<file path="src/rtl/baggage_drop_if.sv">
// Purpose : sample handshake and display/actuator bundle for baggage_drop_ctrl.
// Signals : sample_valid/sample_ready handshake; sensor_temp, sensor_height,
//           descent_rate, t_lim_in sample fields; abort request;
//           t_act, t_lim, drop_en display outputs; drop_cmd, busy, drop_done status.
// Modports: master = sample source / display consumer, slave = controller.
interface baggage_drop_if;
  logic        sample_valid;
  logic        sample_ready;
  logic [7:0]  sensor_temp;
  logic [15:0] sensor_height;
  logic [7:0]  descent_rate;
  logic [15:0] t_lim_in;
  logic        abort;
  logic [15:0] t_act;
  logic [15:0] t_lim;
  logic        drop_en;
  logic        drop_cmd;
  logic        busy;
  logic        drop_done;

  modport master (
    output sample_valid, sensor_temp, sensor_height, descent_rate, t_lim_in, abort,
    input  sample_ready, t_act, t_lim, drop_en, drop_cmd, busy, drop_done
  );

  modport slave (
    input  sample_valid, sensor_temp, sensor_height, descent_rate, t_lim_in, abort,
    output sample_ready, t_act, t_lim, drop_en, drop_cmd, busy, drop_done
  );
endinterface

</file>
<file path="src/rtl/baggage_drop_ctrl.sv">
// Purpose : accepts one sensor sample, computes t_act = height / descent_rate with a
//           16-step restoring divider, latches t_act/t_lim/drop_en for the display,
//           pulses drop_cmd for HOLD_CYCLES, then cools down before the next sample.
// Ports   : clk, rst_n (async active-low), bus (baggage_drop_if.slave).
module baggage_drop_ctrl #(
  parameter logic [7:0]  TEMP_MIN    = 8'd5,
  parameter int unsigned HOLD_CYCLES = 8,
  parameter int unsigned COOL_CYCLES = 16
) (
  input  logic           clk,
  input  logic           rst_n,
  baggage_drop_if.slave  bus
);

  localparam int unsigned DIV_STEPS = 16;
  localparam int unsigned CNT_W     = 8;

  typedef enum logic [2:0] {
    S_IDLE, S_DIVIDE, S_DECIDE, S_HOLD, S_COOL
  } state_t;

  state_t           r_state;
  state_t           w_state_nxt;
  logic [CNT_W-1:0] r_cnt;

  logic [7:0]       r_temp;
  logic [7:0]       r_div;
  logic [7:0]       r_rem;
  logic [15:0]      r_quo;
  logic [15:0]      r_tlim_cap;

  logic [15:0]      r_t_act;
  logic [15:0]      r_t_lim;
  logic             r_drop_en;
  logic             r_drop_cmd;
  logic             r_drop_done;
  logic             r_busy;

  logic             w_accept;
  logic             w_drop_en_new;
  logic             w_fire;
  logic             w_load_out;
  logic [8:0]       w_trial;
  logic [7:0]       w_sub;
  logic             w_ge;

  assign w_accept      = (r_state == S_IDLE) && bus.sample_valid;
  assign w_drop_en_new = (r_temp >= TEMP_MIN);
  assign w_fire        = w_drop_en_new && (r_quo <= r_tlim_cap);

  // One restoring step: shift next dividend bit into the partial remainder.
  // The true difference is < divisor, so an 8-bit subtract is exact.
  assign w_trial = {r_rem, r_quo[15]};
  assign w_ge    = (w_trial >= {1'b0, r_div});
  assign w_sub   = w_trial[7:0] - r_div;

  // State register
  always_ff @(posedge clk or negedge rst_n) begin
    if (!rst_n) r_state <= S_IDLE;
    else        r_state <= w_state_nxt;
  end

  // Next state and DECIDE load strobe
  always_comb begin
    w_state_nxt = r_state;
    w_load_out  = 1'b0;
    case (r_state)
      S_IDLE: begin
        if (bus.sample_valid) w_state_nxt = S_DIVIDE;
      end
      S_DIVIDE: begin
        if (bus.abort)                               w_state_nxt = S_COOL;
        else if (r_cnt == CNT_W'(DIV_STEPS - 1))     w_state_nxt = S_DECIDE;
      end
      S_DECIDE: begin
        if (bus.abort) begin
          w_state_nxt = S_COOL;
        end else begin
          w_load_out  = 1'b1;
          w_state_nxt = w_fire ? S_HOLD : S_COOL;
        end
      end
      S_HOLD: begin
        if (bus.abort)                               w_state_nxt = S_COOL;
        else if (r_cnt == CNT_W'(HOLD_CYCLES - 1))   w_state_nxt = S_COOL;
      end
      S_COOL: begin
        if (r_cnt == CNT_W'(COOL_CYCLES - 1))        w_state_nxt = S_IDLE;
      end
      default: w_state_nxt = S_IDLE;
    endcase
  end

  // Shared per-state cycle counter, restarted on every state change
  always_ff @(posedge clk or negedge rst_n) begin
    if (!rst_n)                                           r_cnt <= '0;
    else if ((w_state_nxt != r_state) || (r_state == S_IDLE)) r_cnt <= '0;
    else                                                  r_cnt <= r_cnt + CNT_W'(1);
  end

  // Sample capture and divider; zero divisor preloads the saturated quotient
  always_ff @(posedge clk or negedge rst_n) begin
    if (!rst_n) begin
      r_temp     <= '0;
      r_div      <= '0;
      r_rem      <= '0;
      r_quo      <= '0;
      r_tlim_cap <= '0;
    end else if (w_accept) begin
      r_temp     <= bus.sensor_temp;
      r_div      <= bus.descent_rate;
      r_rem      <= '0;
      r_quo      <= (bus.descent_rate == 8'd0) ? 16'hFFFF : bus.sensor_height;
      r_tlim_cap <= bus.t_lim_in;
    end else if ((r_state == S_DIVIDE) && (r_div != 8'd0)) begin
      r_rem      <= w_ge ? w_sub : w_trial[7:0];
      r_quo      <= {r_quo[14:0], w_ge};
    end
  end

  // Registered display and status outputs
  always_ff @(posedge clk or negedge rst_n) begin
    if (!rst_n) begin
      r_t_act     <= '0;
      r_t_lim     <= '0;
      r_drop_en   <= 1'b0;
      r_drop_cmd  <= 1'b0;
      r_drop_done <= 1'b0;
      r_busy      <= 1'b0;
    end else begin
      if (w_load_out) begin
        r_t_act   <= r_quo;
        r_t_lim   <= r_tlim_cap;
        r_drop_en <= w_drop_en_new;
      end
      r_drop_cmd  <= (w_state_nxt == S_HOLD);
      r_drop_done <= (r_state == S_COOL) && (w_state_nxt == S_IDLE);
      r_busy      <= (w_state_nxt != S_IDLE);
    end
  end

  assign bus.sample_ready = (r_state == S_IDLE);
  assign bus.t_act        = r_t_act;
  assign bus.t_lim        = r_t_lim;
  assign bus.drop_en      = r_drop_en;
  assign bus.drop_cmd     = r_drop_cmd;
  assign bus.busy         = r_busy;
  assign bus.drop_done    = r_drop_done;

endmodule
</file>
<file path="src/flat_wrapper.sv">
// flat-port wrapper written by rule: the top's interface ports become plain ports
module baggage_drop_ctrl_flat 
#(
  parameter logic [7:0]  TEMP_MIN    = 8'd5,
  parameter int unsigned HOLD_CYCLES = 8,
  parameter int unsigned COOL_CYCLES = 16
)
  (clk, rst_n, bus_sample_valid, bus_sensor_temp, bus_sensor_height, bus_descent_rate, bus_t_lim_in, bus_abort, bus_sample_ready, bus_t_act, bus_t_lim, bus_drop_en, bus_drop_cmd, bus_busy, bus_drop_done);
  baggage_drop_if bus_i ();
  input  logic clk;
  input  logic rst_n;
  input wire logic [$bits(bus_i.sample_valid)-1:0] bus_sample_valid;
  input wire logic [$bits(bus_i.sensor_temp)-1:0] bus_sensor_temp;
  input wire logic [$bits(bus_i.sensor_height)-1:0] bus_sensor_height;
  input wire logic [$bits(bus_i.descent_rate)-1:0] bus_descent_rate;
  input wire logic [$bits(bus_i.t_lim_in)-1:0] bus_t_lim_in;
  input wire logic [$bits(bus_i.abort)-1:0] bus_abort;
  output wire logic [$bits(bus_i.sample_ready)-1:0] bus_sample_ready;
  output wire logic [$bits(bus_i.t_act)-1:0] bus_t_act;
  output wire logic [$bits(bus_i.t_lim)-1:0] bus_t_lim;
  output wire logic [$bits(bus_i.drop_en)-1:0] bus_drop_en;
  output wire logic [$bits(bus_i.drop_cmd)-1:0] bus_drop_cmd;
  output wire logic [$bits(bus_i.busy)-1:0] bus_busy;
  output wire logic [$bits(bus_i.drop_done)-1:0] bus_drop_done;
  assign bus_i.sample_valid = bus_sample_valid;
  assign bus_i.sensor_temp = bus_sensor_temp;
  assign bus_i.sensor_height = bus_sensor_height;
  assign bus_i.descent_rate = bus_descent_rate;
  assign bus_i.t_lim_in = bus_t_lim_in;
  assign bus_i.abort = bus_abort;
  assign bus_sample_ready = bus_i.sample_ready;
  assign bus_t_act = bus_i.t_act;
  assign bus_t_lim = bus_i.t_lim;
  assign bus_drop_en = bus_i.drop_en;
  assign bus_drop_cmd = bus_i.drop_cmd;
  assign bus_busy = bus_i.busy;
  assign bus_drop_done = bus_i.drop_done;
  baggage_drop_ctrl #(.TEMP_MIN(TEMP_MIN), .HOLD_CYCLES(HOLD_CYCLES), .COOL_CYCLES(COOL_CYCLES)) u_core (.clk(clk), .rst_n(rst_n), .bus(bus_i));
endmodule
</file>
<file path="config.mk">
export PLATFORM = sky130hd
export DESIGN_NAME = baggage_drop_ctrl_flat
export DESIGN_NICKNAME = d
export VERILOG_FILES = /design/src/rtl/baggage_drop_if.sv /design/src/rtl/baggage_drop_ctrl.sv /design/src/flat_wrapper.sv
export SDC_FILE = /design/constraint.sdc
export NUM_CORES = 1
export LEC_CHECK = 0
export ABC_CLOCK_PERIOD_IN_PS = 6600
export BUFFER_PORTS_ARGS = -buffer_cell sky130_fd_sc_hd__buf_2
export CORE_UTILIZATION = 50
export DETAILED_ROUTE_END_ITERATION = 8
export PLACE_DENSITY = 0.73
export SETUP_SLACK_MARGIN = 0.1
export SLEW_MARGIN = 40
export SYNTH_ARGS = -nofsm -noshare
export SYNTH_HDL_FRONTEND = slang
export SYNTH_SLANG_ARGS = --single-unit
</file>
<file path="constraint.sdc">
create_clock -name clk -period 6.6 [get_ports clk]
set_clock_uncertainty 0.15 [all_clocks]
set_input_delay 1.32 -clock clk [delete_from_list [all_inputs] [get_ports clk]]
set_output_delay 1.32 -clock clk [all_outputs]
set_load 0.005 [all_outputs]
</file>
==> qor.csv, run 1 <==
metric,value,unit
GPL Wtd Cong,0.8643,
asr flop ratio synth,1.000,
Max Freq,328.5,MHz
routed length on met2,5285,um
share of layout cells above drive strength 1,0.2571,
CP Class,input port to flop,
Min-Delay Startpoint,u_core.r_temp[0],
synthesized flop and latch total,103,
Initial Util,0.5164,
Met3 Wirelength,395,um
"setup slack, reg-to-reg",3.67,ns
Max H-tree Level,3,
hold endpoint,u_core.r_temp[0],
setup bufs post-CTS,0,
DRT iter0 DRCs,227,
"area leader, netlist",dfrtp_1,
Synth area leaders,"dfrtp_1 (51%), mux2_2 (7.3%), nand2_1 (6.7%)",
Post-CTS Hold Fix Bufs,0,
Inserted Clock Buffers,9,
Clock Latency Late Sink,0.37,ns
top-area cell type share of the netlist area,0.5083,
die height,102.7,um
Detailed Place HPWL,7893,um
Clock Tree Buf Depth,2,
"count leader, synth",dfrtp_1,
Site Rows,36,
Layout area overhead,15.74,%
CTS tree,done,
Post-synth EDFFs,0,
Max Cap Violations,0,
"Slew Viols, Final",0,
overall global routing resource usage,0.2242,
post_cts resized,0,
clock root buffer,clkbuf_8,
status,"complete, no violations",
RSZ-0062 raised after global routing,no,
Setup TNS,0,ns
Routed Antenna Nets,0,
peak supply drop,181.3,uV
crit-path leading delay family,simple AND/OR/NAND/NOR gates,
count of final setup violators,0,
Avg Vias per Cell,5.416,
Worst Hold Path Cells,2,
total wire length,11000,um
number of synthesis warnings,0,
Synth top cells by count,"dfrtp_1 (103), nand2_1 (91), o21ai_0 (47), nor2_1 (41), mux2_2 (33)",
dominant synthesized flop cell,dfrtp_1,
met1 WL,5155,um
CP dominant cell by count,nand2_1,
crit share post-route,0.4613,
Worst EP required,6.67,ns
crit-path cells,buf_2 -> nand2_1 -> nor3_4 -> buf_4 -> nand2_1 -> o22ai_1 -> o21ai_0,
post-layout util,0.5977,
first-pass GRT wire length,18240,um
Buf/Inv on CP,2,
DIE AREA,10550,um^2
"slowest stage delay, CP",0.55,ns
Hold WC Path Type,flop to flop,
slowest CP cell,buf_4,
aggregate global routing overflow,0,
Worst Path Arrival,3.11,ns
Final #Nets,669,
Power Total,2.410,mW
I/O pin cnt,89,
Clock Sinks,103,
Highest Signal Layer,met4,
core area,9819,um^2
initial antenna violation count,0,
measured slew at the worst slew-check pin,0.7197,ns
synthesized instance count,510,
ant diodes,0,
drt drc,0,
Mapped Nets,588,
Die W,102.7,um
minimum clock period,3.044,ns
vias in the first global route,3799,
register area share after synthesis,0.5083,
CP max FO,72,
LEAKAGE,2.988,nW
clk slew on worst S/H paths,0.10,ns
Final Hold Viols,0,
Worst Reg-to-Reg Cells,7,
Netlist Area Pre-Place,5071,um^2
type of origin of the critical path,input port,
Power Dens Cells,410.6,nW/um^2
Worst R2R End,u_core.r_cnt[1],
# port buffers,88,
largest net degree at the start of global routing,73,
relative slew slack,0.5190,
crit path launch,bus_sample_valid,
Synth cell types,51,
Detailed Routing Iterations Pass 1,4,
routed via count,3943,
Fin Hold WS,0.3287,ns
crit end category,flop,
Routed WL per cell,15.11,um
reg2reg start,u_core.r_quo[13],
syn_area_per_cell,9.943,um^2
## layer usage
metal,vias up,GRT usage
li1,1926,-
met1,1908,0.3126
met2,93,0.3574
met3,16,0.04068
met4,0,0.06813
met5,-,0
## tightest hold or removal path, stage by stage (launching register included)
cell and delay [ns]:
dfrtp_1 0.35, nand2_1 0.05, nand2_1 0.05
## flip-flops by register name, summed over array words and instances, names as in the netlist
signal,count
u_core.bus.t_lim,16
u_core.r_cnt,8
u_core.r_tlim_cap,16
u_core.bus.drop_done,1
u_core.bus.busy,1
u_core.r_rem,8
u_core.bus.drop_en,1
u_core.r_state,3
u_core.bus.t_act,16
u_core.r_div,8
u_core.r_temp,8
u_core.bus.drop_cmd,1
u_core.r_quo,16
## layout make-up
class	count	area (um^2)
clock buffer	11	151.4
clock inverter	4	77.57
fill	860	3950
inverter	29	108.9
multi-input combinational	357	2318
sequential	103	2577
tap	133	166.4
timing repair buffer	91	469.2
## report_power, final
group	total, mW	internal [mW]	leakage [nW]	switching, mW
Sequential	0.961	0.804	1.34	0.157
Combinational	0.997	0.411	1.53	0.585
Clock	0.452	0.235	0.116	0.218
## worst max path at each step
stage          slack (ns)  depth (start not counted)                   to
2_1_floorplan        3.82                          3  u_core.bus.t_act[0]
4_1_cts              3.54                          2     bus_sample_ready
3_5_place_dp         3.21                          7      u_core.r_quo[0]
3_3_place_gp         3.31                          7      u_core.r_quo[0]
5_1_grt              3.36                          7      u_core.r_quo[0]
6_report             3.56                          7      u_core.r_quo[0]
## through the flow
step	std cells	cell area (um^2)	setup slack, ns
after global routing	728	5869	3.357
after detailed placement	713	5634	3.208
after CTS	728	5863	3.545
after floorplan	510	5071	3.816
after global placement	713	5629	3.313
final	728	5869	3.556
## kinds of logic after synthesis
| kind of cell | count (synthesis) | share of synthesized area |
|---|---|---|
| simple gates | 179 | 0.1596 |
| compound gates | 104 | 0.1249 |
| flops | 103 | 0.5083 |
| buf+inv | 50 | 0.03898 |
| mux | 39 | 0.08710 |
| fa+ha+maj | 26 | 0.06563 |
| xor+xnor | 9 | 0.01554 |
## layout by cell type, fill, tap and decap left out, types with 4 or more instances in the layout
cell type  count
dfrtp_1      103
xnor2_1        5
inv_1         29
a21oi_1       23
o21ai_0       47
nand4_1        5
mux2i_1        4
xor2_1         4
mux2_2        33
nand2_1       91
nor4_1         8
clkbuf_8      11
nor3_1         4
a21o_1         5
nand3_1       12
buf_2         87
nor2_1        40
ha_1          25
Note: power is estimated with default switching activity, not from simulation.
==> inputs of run 2 (changes only) <==
--- a/config.mk
+++ b/config.mk
@@ -5,11 +5,11 @@
 export SDC_FILE = /design/constraint.sdc
 export NUM_CORES = 1
 export LEC_CHECK = 0
-export ABC_CLOCK_PERIOD_IN_PS = 6600
+export ABC_CLOCK_PERIOD_IN_PS = 2600
 export BUFFER_PORTS_ARGS = -buffer_cell sky130_fd_sc_hd__buf_2
 export CORE_UTILIZATION = 50
 export DETAILED_ROUTE_END_ITERATION = 8
-export PLACE_DENSITY = 0.73
+export PLACE_DENSITY = 0.75
 export SETUP_SLACK_MARGIN = 0.1
 export SLEW_MARGIN = 40
 export SYNTH_ARGS = -nofsm -noshare
==> constraint.sdc (replaced) <==
create_clock -name clk -period 2.6 [get_ports clk]
set_clock_uncertainty 0.15 [all_clocks]
set_input_delay 0.52 -clock clk [delete_from_list [all_inputs] [get_ports clk]]
set_output_delay 0.52 -clock clk [all_outputs]
set_load 0.005 [all_outputs]
==> qor.csv, run 2 (synthesis results as in run 1) <==
metric,value,unit,change
status,"complete, no violations",,unchanged
crit end category,flop,,unchanged
aggregate global routing overflow,0,,unchanged
routed via count,4072,,was 3943
ant diodes,0,,unchanged
Final WS setup,0.09109,ns,was 3.556 ns
Hold WC Path Type,input port to flop,,was flop to flop
Max Cap Violations,0,,unchanged
Placement Setup Slack,0.02079,ns,was 3.208 ns
CP dominant cell by count,o31a_1,,was nand2_1
measured slew at the worst slew-check pin,0.7066,ns,was 0.7197 ns
CP Class,flop to flop,,was input port to flop
post-layout util,0.6181,,was 0.5977
count of final setup violators,0,,unchanged
Clock Tree Buf Depth,2,,unchanged
Die W,102.7,um,unchanged
type of origin of the critical path,flop,,was input port
first-pass GRT wire length,19400,um,was 18240 um
Layout area overhead,19.69,%,was 15.74%
die height,102.7,um,unchanged
Max Freq,398.6,MHz,
most frequent cells in the layout,"dfrtp_1 (103), nand2_1 (91), buf_2 (87), o21ai_0 (47), nor2_1 (40)",,unchanged
Detailed Place HPWL,8372,um,was 7893 um
initial antenna violation count,0,,unchanged
"slowest stage delay, CP",0.43,ns,was 0.55 ns
Max H-tree Level,3,,unchanged
Routed WL per cell,15.79,um,was 15.11 um
Inserted Clock Buffers,9,,unchanged
Setup TNS,0,ns,unchanged
Worst EP required,2.75,ns,was 6.67 ns
# port buffers,88,,unchanged
crit-path cells,ha_1 -> nor2b_4 -> o31a_1 -> o31a_1 -> o41a_4 -> mux2_4 -> o21ai_2,,was buf_2 -> nand2_1 -> nor3_4 -> buf_4 -> nand2_1 -> o22ai_1 -> o21ai_0
Clock Latency Late Sink,0.38,ns,was 0.37 ns
core area,9819,um^2,unchanged
Power Dens Cells,1060,nW/um^2,was 410.6 nW/um^2
Routed Antenna Nets,0,,unchanged
GPL Wtd Cong,0.8117,,was 0.8643
FF/Latch Area,2577,um^2,unchanged
crit-path leading delay family,compound AO/OA/AOI/OAI gates,,was simple AND/OR/NAND/NOR gates
I/O pin cnt,89,,unchanged
clock root buffer,clkbuf_8,,unchanged
share of layout cells above drive strength 1,0.2943,,was 0.2571
RSZ-0062 raised after global routing,yes,,was no
clk slew on worst S/H paths,0.10,ns,about the same
slowest CP cell,o41a_4,,was buf_4
vias in the first global route,4020,,was 3799
relative slew slack,0.5276,,was 0.5190
Clock Sinks,103,,unchanged
crit share post-route,0.9650,,
LEAKAGE,3.079,nW,was 2.988 nW
Worst Path Arrival,2.66,ns,was 3.11 ns
Final Hold Viols,0,,unchanged
fillers,838,,was 860
largest net degree at the start of global routing,57,,was 73
Avg Vias per Cell,5.444,,was 5.416
total wire length,11810,um,was 11000 um
overall global routing resource usage,0.2411,,was 0.2242
minimum clock period,2.509,ns,
CTS tree,done,,unchanged
multi-input logic area,2405,um^2,was 2318 um^2
Final #Nets,688,,was 669
DRT iter0 DRCs,171,,was 227
peak supply drop,417.7,uV,was 181.3 uV
"most common cell after layout, fill and taps aside",dfrtp_1,,unchanged
drt drc,0,,unchanged
Buf/Inv on CP,0,,was 2
Site Rows,36,,unchanged
Initial Util,0.5164,,unchanged
CP max FO,8,,was 72
Detailed Routing Iterations Pass 1,4,,unchanged
"Slew Viols, Final",0,,unchanged
DIE AREA,10550,um^2,unchanged
run 2: per-stage QoR:
stage | std cells | cell area, um^2 | power, mW | hold WS, ns
final | 748 | 6070 | 6.431 | 0.1726
after global routing | 748 | 6070 | 6.934 | 0.1758
after global placement | 724 | 5724 | 4.995 | 0.2909
after detailed placement | 724 | 5727 | 5.106 | 0.3018
after CTS | 748 | 6021 | 6.310 | 0.1703
after floorplan | 510 | 5071 | 4.318 | 0.07441
run 2: final timing paths:
path / from / end / slack [ns] / depth (start not counted)
min reg2reg: u_core.r_temp[2] / u_core.r_temp[2] / 0.33 / 2
max: u_core.r_rem[0] / u_core.r_rem[0] / 0.09 / 7
max reg2reg: u_core.r_rem[0] / u_core.r_rem[0] / 0.09 / 7
max in group asynchronous: rst_n / u_core.r_tlim_cap[7] / 1.20 / 3
min: bus_sensor_temp[6] / u_core.r_temp[6] / 0.17 / 3
min in group asynchronous: rst_n / u_core.r_rem[6] / 0.47 / 2
run 2: report_power, final:
group,internal (mW),switching (mW)
Combinational,1.32,1.72
Sequential,2.04,0.368
Clock,0.370,0.615
Total,3.73,2.70
run 2: worst register-to-register path: cells and delay by family (launching register included):
| kind | cells | cell delay (ns) |
|---|---|---|
| AO/OA/AOI/OAI | 4 | 1.11 |
| multiplexers | 1 | 0.33 |
| AND/OR/NAND/NOR | 1 | 0.13 |
| adder cells (fa/ha/maj) | 1 | 0.31 |
| flip-flops | 1 | 0.40 |
run 2: cell type report:
class / count / share of cell area
Sequential cell: 103 / 0.4247
Multi-Input combinational cell: 357 / 0.3962
Timing Repair Buffer: 110 / 0.1027
Tap cell: 133 / 0.02742
Clock buffer: 9 / 0.02041
Inverter: 29 / 0.01793
Clock inverter: 7 / 0.01072
run 2: per-layer routing:
layer / share of wire / GRT usage / up-vias
met5: 0 / 0 / -
met4: 0.029 / 0.1165 / 0
met3: 0.041 / 0.03525 / 29
met2: 0.47 / 0.3697 / 115
met1: 0.46 / 0.3366 / 1968
li1: - / - / 1960
run 2: repair_timing:
action | CTS | global route
resized for setup | 5 | 10
hold buffers | 1 | 0
buffers inserted | 7 | 0
pin swaps | 4 | 1
setup endpoints to repair | 5 | 18
hold endpoints to repair | 30 | 0
==> inputs of run 3 (changes only) <==
--- a/config.mk
+++ b/config.mk
@@ -10,7 +10,7 @@
 export CORE_UTILIZATION = 50
 export DETAILED_ROUTE_END_ITERATION = 8
 export PLACE_DENSITY = 0.75
-export SETUP_SLACK_MARGIN = 0.1
+export SETUP_SLACK_MARGIN = 0.4
 export SLEW_MARGIN = 40
 export SYNTH_ARGS = -nofsm -noshare
 export SYNTH_HDL_FRONTEND = slang
==> qor.csv, run 3 (synthesis results as in run 1) <==
metric,value,unit,change
overall global routing resource usage,0.2361,,was 0.2411
Clock Latency Late Sink,0.37,ns,was 0.38 ns
Fin Hold WS,0.1864,ns,was 0.1726 ns
relative slew slack,0.5371,,was 0.5276
ant diodes,0,,unchanged
CP dominant cell by count,o31a_1,,unchanged
DIE AREA,10550,um^2,unchanged
CP Depth,8,,was 7
met2 Usage GRT,0.3985,,was 0.3697
Avg Vias per Cell,5.437,,was 5.444
Placement Setup Slack,0.02891,ns,was 0.02079 ns
first-pass GRT wire length,18840,um,was 19400 um
Hold WC Path Type,input port to flop,,unchanged
vias in the first global route,4018,,was 4020
initial antenna violation count,0,,unchanged
post-layout instance area,6461,um^2,was 6070 um^2
Psw,2.912,mW,was 2.698 mW
Final WS setup,0.1205,ns,was 0.09109 ns
Comb pwr share,0.505,,was 0.472
GPL Wtd Cong,0.8116,,was 0.8117
Setup TNS,0,ns,unchanged
"slowest stage delay, CP",0.44,ns,was 0.43 ns
count of final setup violators,0,,unchanged
Clk pwr share,0.162,,was 0.153
minimum clock period,2.480,ns,was 2.509 ns
Worst EP required,2.75,ns,about the same
Power Dens Cells,1124,nW/um^2,was 1060 nW/um^2
slowest CP cell,o41a_4,,unchanged
LEAKAGE,3.206,nW,was 3.079 nW
Routed WL per cell,15.87,um,was 15.79 um
Layout area overhead,27.41,%,was 19.69%
Max Cap Violations,0,,unchanged
sw frac,0.4010,,was 0.4196
crit-path cells,inv_2 -> ha_4 -> nor2b_4 -> o31a_1 -> o31a_1 -> o41a_4 -> mux2_4 -> o21ai_2,,was ha_1 -> nor2b_4 -> o31a_1 -> o31a_1 -> o41a_4 -> mux2_4 -> o21ai_2
total wire length,12090,um,was 11810 um
Routed Antenna Nets,0,,unchanged
reg2reg start,u_core.r_div[1],,was u_core.r_rem[0]
crit-path leading delay family,compound AO/OA/AOI/OAI gates,,unchanged
Clock Tree Buf Depth,2,,unchanged
Final #Nets,702,,was 688
crit end category,flop,,unchanged
Clock Sinks,103,,unchanged
dpl cells,721,,was 724
I/O pin cnt,89,,unchanged
Worst Reg-to-Reg Cells,8,,was 7
Power Total,7.262,mW,was 6.431 mW
RSZ-0062 raised after global routing,yes,,unchanged
Max H-tree Level,3,,unchanged
CTS tree,done,,unchanged
share of layout cells above drive strength 1,0.3593,,was 0.2943
gr busiest metal,met2,,unchanged
core area,9819,um^2,unchanged
met3 usage,0.03525,,unchanged
Die W,102.7,um,unchanged
Inserted Clock Buffers,9,,unchanged
Final Non-Filler Cells,762,,was 748
part of the power in registers,0.332,,was 0.374
largest net degree at the start of global routing,44,,was 57
Pint,4.350,mW,was 3.732 mW
routed via count,4143,,was 4072
peak supply drop,573.9,uV,was 417.7 uV
Detailed Place HPWL,7915,um,was 8372 um
capture point of the worst path,u_core.r_rem[0],,unchanged
Worst R2R End,u_core.r_rem[0],,unchanged
met1 Use GR,0.2955,,was 0.3366
"most common cell after layout, fill and taps aside",dfrtp_1,,unchanged
Max Freq,403.3,MHz,was 398.6 MHz
type of origin of the critical path,flop,,unchanged
most frequent cells in the layout,"dfrtp_1 (101), nand2_1 (87), buf_2 (87), o21ai_0 (41), nor2_1 (35)",,"was dfrtp_1 (103), nand2_1 (91), buf_2 (87), o21ai_0 (47), nor2_1 (40)"
Final Hold Viols,0,,unchanged
die height,102.7,um,unchanged
Min-Delay Startpoint,bus_sensor_temp[6],,unchanged
"Slew Viols, Final",0,,unchanged
Buf/Inv on CP,1,,was 0
crit share post-route,0.9537,,was 0.9650
Worst Path Arrival,2.63,ns,was 2.66 ns
CP Class,flop to flop,,unchanged
measured slew at the worst slew-check pin,0.6926,ns,was 0.7066 ns
Detailed Routing Iterations Pass 1,5,,was 4
Area after DPL,5758,um^2,was 5727 um^2
"setup slack, reg-to-reg",0.12,ns,was 0.09 ns
CP max FO,7,,was 8
aggregate global routing overflow,0,,unchanged
# port buffers,88,,unchanged
crit path launch,u_core.r_div[1],,was u_core.r_rem[0]
clk slew on worst S/H paths,0.10,ns,about the same
DRT iter0 DRCs,206,,was 171
Initial Util,0.5164,,unchanged
drt drc,0,,unchanged
clock root buffer,clkbuf_8,,unchanged
post-layout util,0.6580,,was 0.6181
Site Rows,36,,unchanged
status,"complete, no violations",,unchanged
[run 3: changes by cell type in the layout (fill, tap and decap cells not counted), moves of 4 or more]
cell     previous run  this run
buf_4              21        28
ha_1               23        16
o21ai_0            47        41
o21ai_1             2         8
buf_6               0         5
ha_4                2         7
nor2_1             40        35
inv_1              28        24
inv_2               1         5
inv_6               4         0
nand2_1            91        87
nor2_2              1         5
[run 3: timing repair]
item                                    CTS  global route
endpoints found under the setup margin   22            36
buffers inserted                         13            11
pin swaps                                17            21
hold buffers                              1             0
resized for setup                        27            34
endpoints found under the hold margin    40             0
[run 3: cell type report]
| type | count | area (um^2) |
|---|---|---|
| Timing Repair Buffer | 124 | 772.0 |
| Inverter | 29 | 108.9 |
| Multi-Input combinational cell | 357 | 2592 |
| Clock inverter | 4 | 76.32 |
| Clock buffer | 12 | 165.2 |
| Sequential cell | 103 | 2580 |
| Fill cell | 780 | 3358 |
| Tap cell | 133 | 166.4 |
[run 3: power by group through the flow]
stage / logic [mW] / registers (mW) / clock network [mW]
2_1_floorplan: 2.10 / 2.30 / 0
3_3_place_gp: 2.61 / 2.39 / 0
3_5_place_dp: 2.69 / 2.42 / 0
4_1_cts: 3.11 / 2.39 / 1.19
5_1_grt: 4.04 / 2.47 / 1.26
6_report: 3.67 / 2.41 / 1.18
[run 3: how the worst min path moves through the flow]
stage                                   to  slack [ns]  cells after the start
after global placement     u_core.r_cnt[0]        0.30                      1
after CTS                 u_core.r_temp[6]        0.17                      3
after floorplan            u_core.bus.busy        0.07                      0
after detailed placement   u_core.r_cnt[0]        0.30                      1
final                     u_core.r_temp[6]        0.19                      3
after global routing      u_core.r_temp[1]        0.19                      3
[run 3: routing by layer]
| metal | part of all wire | vias up |
|---|---|---|
| li1 | - | 1979 |
| met1 | 0.42 | 1993 |
| met2 | 0.50 | 144 |
| met3 | 0.052 | 27 |
| met4 | 0.030 | 0 |
| met5 | 0 | - |
[run 3: worst min-delay path: cells and delay by family]
kind / cells / cell delay, ns
buf+inv: 1 / 0.07
simple gates: 2 / 0.08
